### src/rtl/mem_arb_pkg.sv
// Shared definitions for the two-port memory arbiter.
//   state_t        : arbiter FSM states (IDLE -> ACCESS -> DONE)
//   PORT_A, PORT_B : requester identifiers used for the winner and last-served flags
package mem_arb_pkg;

    typedef enum logic [1:0] {
        ST_IDLE   = 2'd0,
        ST_ACCESS = 2'd1,
        ST_DONE   = 2'd2
    } state_t;

    localparam logic PORT_A = 1'b0;
    localparam logic PORT_B = 1'b1;

endpackage

### src/rtl/arb_rr2.sv
// Two-requester round-robin chooser (purely combinational).
// Ports:
//   req_a, req_b  : request lines of port A and port B
//   last_served   : port id that completed the most recent transaction
//   winner        : port id granted this cycle (meaningful only when valid)
//   valid         : at least one request is present
module arb_rr2
    import mem_arb_pkg::*;
(
    input  logic req_a,
    input  logic req_b,
    input  logic last_served,
    output logic winner,
    output logic valid
);

    always_comb begin
        // NOTE: every output gets a default before any branch, so no path
        // leaves it unassigned and no latch is inferred.
        valid  = req_a | req_b;
        winner = PORT_A;
        if (req_a && req_b) begin
            // Contention: the port that was not served last goes next.
            winner = (last_served == PORT_A) ? PORT_B : PORT_A;
        end else if (req_b) begin
            winner = PORT_B;
        end
    end

endmodule

### src/rtl/mem_arbiter.sv
// Two-port arbiter in front of a single-port synchronous memory.
// Each accepted request takes three cycles: IDLE (arbitrate and latch),
// ACCESS (drive the memory), DONE (ack the winner, capture read data).
// Ports:
//   clk, rst                       : clock, asynchronous active-high reset
//   a_req/a_we/a_addr/a_wdata      : port A request, write enable, address, write data
//   a_ack/a_rdata                  : port A completion pulse and read data
//   b_*                            : port B, same meaning as port A
//   mem_addr/mem_we/mem_wdata      : memory command outputs
//   mem_q                          : memory read data, valid one cycle after mem_addr
//   busy                           : high whenever the FSM is outside IDLE
module mem_arbiter
    import mem_arb_pkg::*;
#(
    parameter int ADDR_WIDTH = 6,
    parameter int DATA_WIDTH = 16
) (
    input  logic                  clk,
    input  logic                  rst,
    input  logic                  a_req,
    input  logic                  a_we,
    input  logic [ADDR_WIDTH-1:0] a_addr,
    input  logic [DATA_WIDTH-1:0] a_wdata,
    output logic                  a_ack,
    output logic [DATA_WIDTH-1:0] a_rdata,
    input  logic                  b_req,
    input  logic                  b_we,
    input  logic [ADDR_WIDTH-1:0] b_addr,
    input  logic [DATA_WIDTH-1:0] b_wdata,
    output logic                  b_ack,
    output logic [DATA_WIDTH-1:0] b_rdata,
    output logic [ADDR_WIDTH-1:0] mem_addr,
    output logic                  mem_we,
    output logic [DATA_WIDTH-1:0] mem_wdata,
    input  logic [DATA_WIDTH-1:0] mem_q,
    output logic                  busy
);

    state_t                state;
    logic                  win_id;
    logic                  last_served;
    logic                  lat_we;
    logic [DATA_WIDTH-1:0] a_rdata_q;
    logic [DATA_WIDTH-1:0] b_rdata_q;
    logic                  grant;
    logic                  grant_valid;

    arb_rr2 u_arb (
        .req_a       (a_req),
        .req_b       (b_req),
        .last_served (last_served),
        .winner      (grant),
        .valid       (grant_valid)
    );

    // NOTE: all state below is updated with non-blocking assignments so every
    // register samples the pre-edge values, independent of statement order.
    always_ff @(posedge clk or posedge rst) begin
        if (rst) begin
            state       <= ST_IDLE;
            win_id      <= PORT_A;
            last_served <= PORT_B;     // A wins the first simultaneous request
            lat_we      <= 1'b0;
            mem_we      <= 1'b0;
            mem_addr    <= '0;
            mem_wdata   <= '0;
            a_ack       <= 1'b0;
            b_ack       <= 1'b0;
            a_rdata_q   <= '0;
            b_rdata_q   <= '0;
        end else begin
            case (state)
                ST_IDLE: begin
                    if (grant_valid) begin
                        // The memory command registers double as the latch of
                        // the winner's request; they then hold outside ACCESS.
                        win_id    <= grant;
                        lat_we    <= (grant == PORT_B) ? b_we    : a_we;
                        mem_we    <= (grant == PORT_B) ? b_we    : a_we;
                        mem_addr  <= (grant == PORT_B) ? b_addr  : a_addr;
                        mem_wdata <= (grant == PORT_B) ? b_wdata : a_wdata;
                        state     <= ST_ACCESS;
                    end
                end
                ST_ACCESS: begin
                    mem_we <= 1'b0;
                    if (win_id == PORT_A) begin
                        a_ack <= 1'b1;
                    end else begin
                        b_ack <= 1'b1;
                    end
                    state <= ST_DONE;
                end
                ST_DONE: begin
                    a_ack <= 1'b0;
                    b_ack <= 1'b0;
                    if (!lat_we) begin
                        if (win_id == PORT_A) begin
                            a_rdata_q <= mem_q;
                        end else begin
                            b_rdata_q <= mem_q;
                        end
                    end
                    last_served <= win_id;
                    state       <= ST_IDLE;
                end
                default: begin
                    state <= ST_IDLE;
                end
            endcase
        end
    end

    // mem_q is valid during DONE, so it is forwarded straight to the winner's
    // rdata while ack is high; the holding register takes over afterwards.
    assign a_rdata = (state == ST_DONE && win_id == PORT_A && !lat_we) ? mem_q : a_rdata_q;
    assign b_rdata = (state == ST_DONE && win_id == PORT_B && !lat_we) ? mem_q : b_rdata_q;
    assign busy    = (state != ST_IDLE);

endmodule

### config.mk
export PLATFORM = sky130hd
export DESIGN_NAME = mem_arbiter
export DESIGN_NICKNAME = d
export VERILOG_FILES = /design/src/rtl/mem_arb_pkg.sv /design/src/rtl/arb_rr2.sv /design/src/rtl/mem_arbiter.sv
export SDC_FILE = /design/constraint.sdc
export NUM_CORES = 1
export LEC_CHECK = 0
export CORE_MARGIN = 10
export CORE_UTILIZATION = 25
export CTS_BUF_LIST = sky130_fd_sc_hd__clkbuf_4 sky130_fd_sc_hd__clkbuf_8 sky130_fd_sc_hd__clkbuf_16
export DETAILED_ROUTE_END_ITERATION = 16
export PLACE_DENSITY = 0.56
export SYNTH_ARGS = -nofsm -noshare
export SYNTH_HDL_FRONTEND = slang
export SYNTH_HIERARCHICAL = 1
export SYNTH_SLANG_ARGS = --single-unit
### constraint.sdc
create_clock -name clk -period 2.3 [get_ports clk]
set_input_delay 0.345 -clock clk [delete_from_list [all_inputs] [get_ports clk]]
set_output_delay 0.345 -clock clk [all_outputs]
set_load 0.1 [all_outputs]
Yosys cells after proc, flatten, opt, wreduce, memory -nomap -nowiden. Cells that the tools add are included.

Bits in registers: 62. Input bits: 66.

Equality and inequality tests: 5. Muxes and demuxes: 16. Bitwise logic cells: 3. Reductions and logical operators: 16.

Operator list (number): $mux W16 (3); $reduce_and A2 Y1 (4); $mux W1 (7); $mux W6 (1); $ne A2 B2 Y1 const B (3); $pmux W1 S2 (3); $reduce_and A3 Y1 (2); $reduce_bool A2 Y1 (3); $logic_and A1 B1 Y1 (5); $pmux W2 S2 (1); $eq A2 B1 Y1 const B (1); $eq A2 B2 Y1 const B (1); $logic_not A2 Y1 (1); $mux W2 (1); $not A1 Y1 (2); $logic_not A1 Y1 (1); $or A1 B1 Y1 (1).

Logic depth before layout (Yosys ltp).
Depth after elaboration: 5. Gate-level depth with buffers: 5. Mapped depth without buffers: 4.

Cells and area by module. Netlist, hierarchy kept.

By module, submodules not included: mem_arbiter (times used 1, cells each 200, area each 3319.4 sq um, sequential area each 1552.7 sq um); arb_rr2 (times used 1, cells each 2, area each 13.8 sq um, sequential area each 0.0 sq um).

Least setup slack after synthesis. No wires, ideal clock.

Kind: register to output. Start: register state[0]. End: output port a_rdata[0]. Data arrival time: 1.522 ns. Required time: 1.955 ns. Slack: 0.433 ns. Stages on the path, launching flop included: 4. Cells stage by stage: dfrtp_1 > nor4b_4 > buf_6 > mux2_4.

Cells in the longest elaborated chain, start to end: 4.

RTL lines: from (decl) (line mem_arbiter.sv:39) `state_t state;`; from (signal assigned) (line mem_arbiter.sv:60) `state <= ST_IDLE;`; from (signal assigned) (line mem_arbiter.sv:82) `state <= ST_ACCESS;`; from (signal assigned) (line mem_arbiter.sv:92) `state <= ST_DONE;`; $eq A2 B2 Y1 (line mem_arbiter.sv:116) `assign a_rdata = (state == ST_DONE && win_id == PORT_A && !lat_we) ? mem_q : a_rdata_q;`; $logic_and A1 B1 Y1 (2 in series) (line mem_arbiter.sv:116); $mux W16 (line mem_arbiter.sv:116); to (decl) (line mem_arbiter.sv:25) `output logic [DATA_WIDTH-1:0] a_rdata,`.

Every way passes these cells.

Worst setup path after layout. Same ends and word-level chain as after synthesis.

==> results.toml <==
[run_status]
status = "finished, final reports clean"

[grt]
grt_max_degree = 63
grt_antenna_before_repair = 0
number_of_global_route_vias_before_repair = 2513
global_route_wire_length_before_repair_mm = 13.1
globalRoute.totalOverflow = 0
grtUsageTotal_pct = 8.88

[clock_tree]
cts.reportedPaths.clkPinSlew_ns = 0.06
cts-root-buf = "sky130_fd_sc_hd__clkbuf_16"
insertion_delay_ns = 0.32
clock_path_buffers = 2
cts.htree.levels = 3
clock_sink_count = 62
cts_tree = "done"
numCtsBuffers = 9
cts_hold_buffers = 0

[worst_setup_path]
cp.required_ns = 1.96
timing.critical_path.fanout_max = 16
cp.arrival_ns = 1.87
critical_path_launch_point_type = "flop"
regToRegSetupSlack_ns = 0.64
worst-path-buf-inv = 2
timing_worst_setup_path_type = "flop to primary output"
delay_of_the_slowest_cell_on_the_worst_path_ns = 0.45
crit_path_top_delay_cell = "sky130_fd_sc_hd__dfrtp_2"
crit_chain = "nor4b_4, clkbuf_16, mux2_4, buf_12"
crit_family = "flip-flops"
critical_path.endpoint_type = "primary output"

[floorplan]
design.die.area_um2 = 18400
rows = 42
die_width_um = 135
io-pin-count = 124
initial_core_util_pct = 25.4
die-height_um = 135
core-area_um2 = 13100

[synthesis]
synth_compound_area_share_pct = 1.24
synth.lib_cells_used.distinct = 22
main_combinational_cell_family_by_area_after_synthesis = "multiplexers"
netlist_area_um2 = 3330
synth_warnings = 6
fraction_of_synthesized_cell_area_in_xor_and_xnor_cells_pct = 0
synth_area_per_cell_um2 = 16.5
yosys-mux-area-fraction_pct = 45.4
top_cells_by_area_in_the_synthesized_netlist = "sky130_fd_sc_hd__dfrtp_1 (46%), sky130_fd_sc_hd__mux2_4 (31%), sky130_fd_sc_hd__mux2_2 (14%)"
ys_ff_latch = 62
synthesis.instances = 202
synth_top_area_share_pct = 45.8
post_synth_and_or_nand_nor_area_fraction_pct = 2.18
yosysTopAreaCell = "sky130_fd_sc_hd__dfrtp_1"
synth_top_flop_cell = "sky130_fd_sc_hd__dfrtp_1"
fraction_of_the_yosys_area_taken_by_sequential_cells_pct = 46.6
syn_nets = 268
synth_fa_ha_area_share_pct = 0
async_set_reset_flop_share_out_of_synthesis_pct = 100
synth-edff-count = 0

[place]
finalWeightedCongestion = 0.658
dp.final_hpwl_mm = 5.88
port_buffers = 123

[routing]
route.final.wire_length_mm = 8.24
final_antenna_net_count = 0
via_count = 2122
dr.first_iter.drc_count = 56
routed_wire_length_per_instance_um = 16.0
remaining_drc_errors = 0
detail_route.vias_per_cell = 4.11
dr.pass1.iters = 4

[timing]
final-setup-viol-count = 0
final_min_period_over_clock_period_pct = 96.2
setup-tns-final_ns = 0
timing.final.max_slew_violations = 0
timing_worst_slew_pin_value_ns = 0.337
post-route-min-period_ns = 2.21
max_clock_freq_ghz = 0.452
hold_viol_final = 0
grt_setup_unrepaired = "no"
final.setup_skew_ns = 0.00697
relSlewSlack_pct = 77.5

[finish]
post_route_cells_drive_above_1_share_pct = 60.0
antenna_cells_inserted = 0
finish.net_count = 401
layout-area-overhead-vs-synth_pct = 61.8
final.fill_count = 1238

[min_path]
timing.hold.worst.class = "primary input to asynchronous set/reset pin"

[run]
drv.max_cap_violation_count = 0
layout by cell type (no fill, tap or decap), types with 2 or more instances in the layout:
cell,n
sky130_fd_sc_hd__mux2_4,68
sky130_fd_sc_hd__clkdlybuf4s50_1,65
sky130_fd_sc_hd__dfrtp_1,60
sky130_fd_sc_hd__mux2_2,42
sky130_fd_sc_hd__buf_12,34
sky130_fd_sc_hd__buf_4,31
sky130_fd_sc_hd__clkbuf_16,10
sky130_fd_sc_hd__clkbuf_8,3
sky130_fd_sc_hd__clkbuf_4,3
sky130_fd_sc_hd__mux2i_1,2
sky130_fd_sc_hd__a22o_1,2
sky130_fd_sc_hd__inv_1,2
sky130_fd_sc_hd__buf_6,2
state kept, by name, summed over array words and instances (netlist names):
signal       count
a_rdata_q       16
b_rdata_q       16
mem_wdata       16
mem_addr         6
state            2
a_ack            1
b_ack            1
last_served      1
lat_we           1
mem_we           1
win_id           1
worst reg2reg max path, stage by stage (launching register included):
cell                        delay, ns
sky130_fd_sc_hd__dfrtp_2         0.45
sky130_fd_sc_hd__and4bb_4        0.36
sky130_fd_sc_hd__buf_4           0.13
sky130_fd_sc_hd__bufbuf_16       0.28
sky130_fd_sc_hd__mux2_2          0.33
cell families after synthesis:
logic type / Yosys count
AO/OA/AOI/OAI: 5
AND/OR/NAND/NOR: 7
multiplexers: 112
buffers and inverters: 16
flip-flops: 62
per-stage QoR:
stage | instances | hold WS, ns | area (um^2) | util [%] | worst slack [ns]
5_1_grt | 516 | 0.467 | 5390 | 41.0 | 0.0195
3_5_place_dp | 496 | 0.481 | 5000 | 38.1 | 0.136
6_report | 516 | 0.411 | 5390 | 41.0 | 0.0885
4_1_cts | 513 | 0.425 | 5360 | 40.8 | 0.00336
2_1_floorplan | 202 | 0.478 | 3330 | - | 0.415
3_3_place_gp | 496 | 0.475 | 5000 | 38.1 | 0.177
repair_timing:
action	in CTS	in global routing
hold endpoints to repair	0	0
gates cloned	1	1
resized for setup	2	2
pin swaps	1	2
buffers inserted	0	2
endpoints found under the setup margin	1	23
layout make-up:
type	count	area (um^2)	share of cell area [%]
Clock inverter	1	30.0	0.557
Sequential cell	62	1550	28.8
Inverter	4	20.0	0.371
Tap cell	176	220	4.08
Multi-Input combinational cell	124	1640	30.3
Timing Repair Buffer	134	1640	30.5
Clock buffer	15	289	5.36
path summary, 6_finish.rpt:
check	start	end	cells past startpoint
worst max-delay path	state[0]	a_rdata[0]	4
max in group asynchronous	rst	last_served	3
min in group clk	mem_we	mem_we	1
worst min-delay path	rst	a_rdata_q[11]	3
worst max register to register	state[0]	b_rdata_q[15]	4
worst min register to register	mem_we	mem_we	1
layer usage:
metal  track usage (%)  wire length, um
met3              3.19              545
met5                 0                0
met4              3.41               97
met1              9.83             3500
met2              15.2             4100
synth_stat cells, types with 2 or more instances:
master / n
sky130_fd_sc_hd__mux2_4: 68
sky130_fd_sc_hd__dfrtp_1: 61
sky130_fd_sc_hd__mux2_2: 42
sky130_fd_sc_hd__buf_6: 7
sky130_fd_sc_hd__inv_1: 3
sky130_fd_sc_hd__a22o_1: 2
sky130_fd_sc_hd__buf_12: 2
sky130_fd_sc_hd__buf_2: 2
sky130_fd_sc_hd__mux2i_1: 2
Power is left out: the tool's default activity adds up to more than one toggle a clock period on the data nets, which glitch-free logic cannot reach.
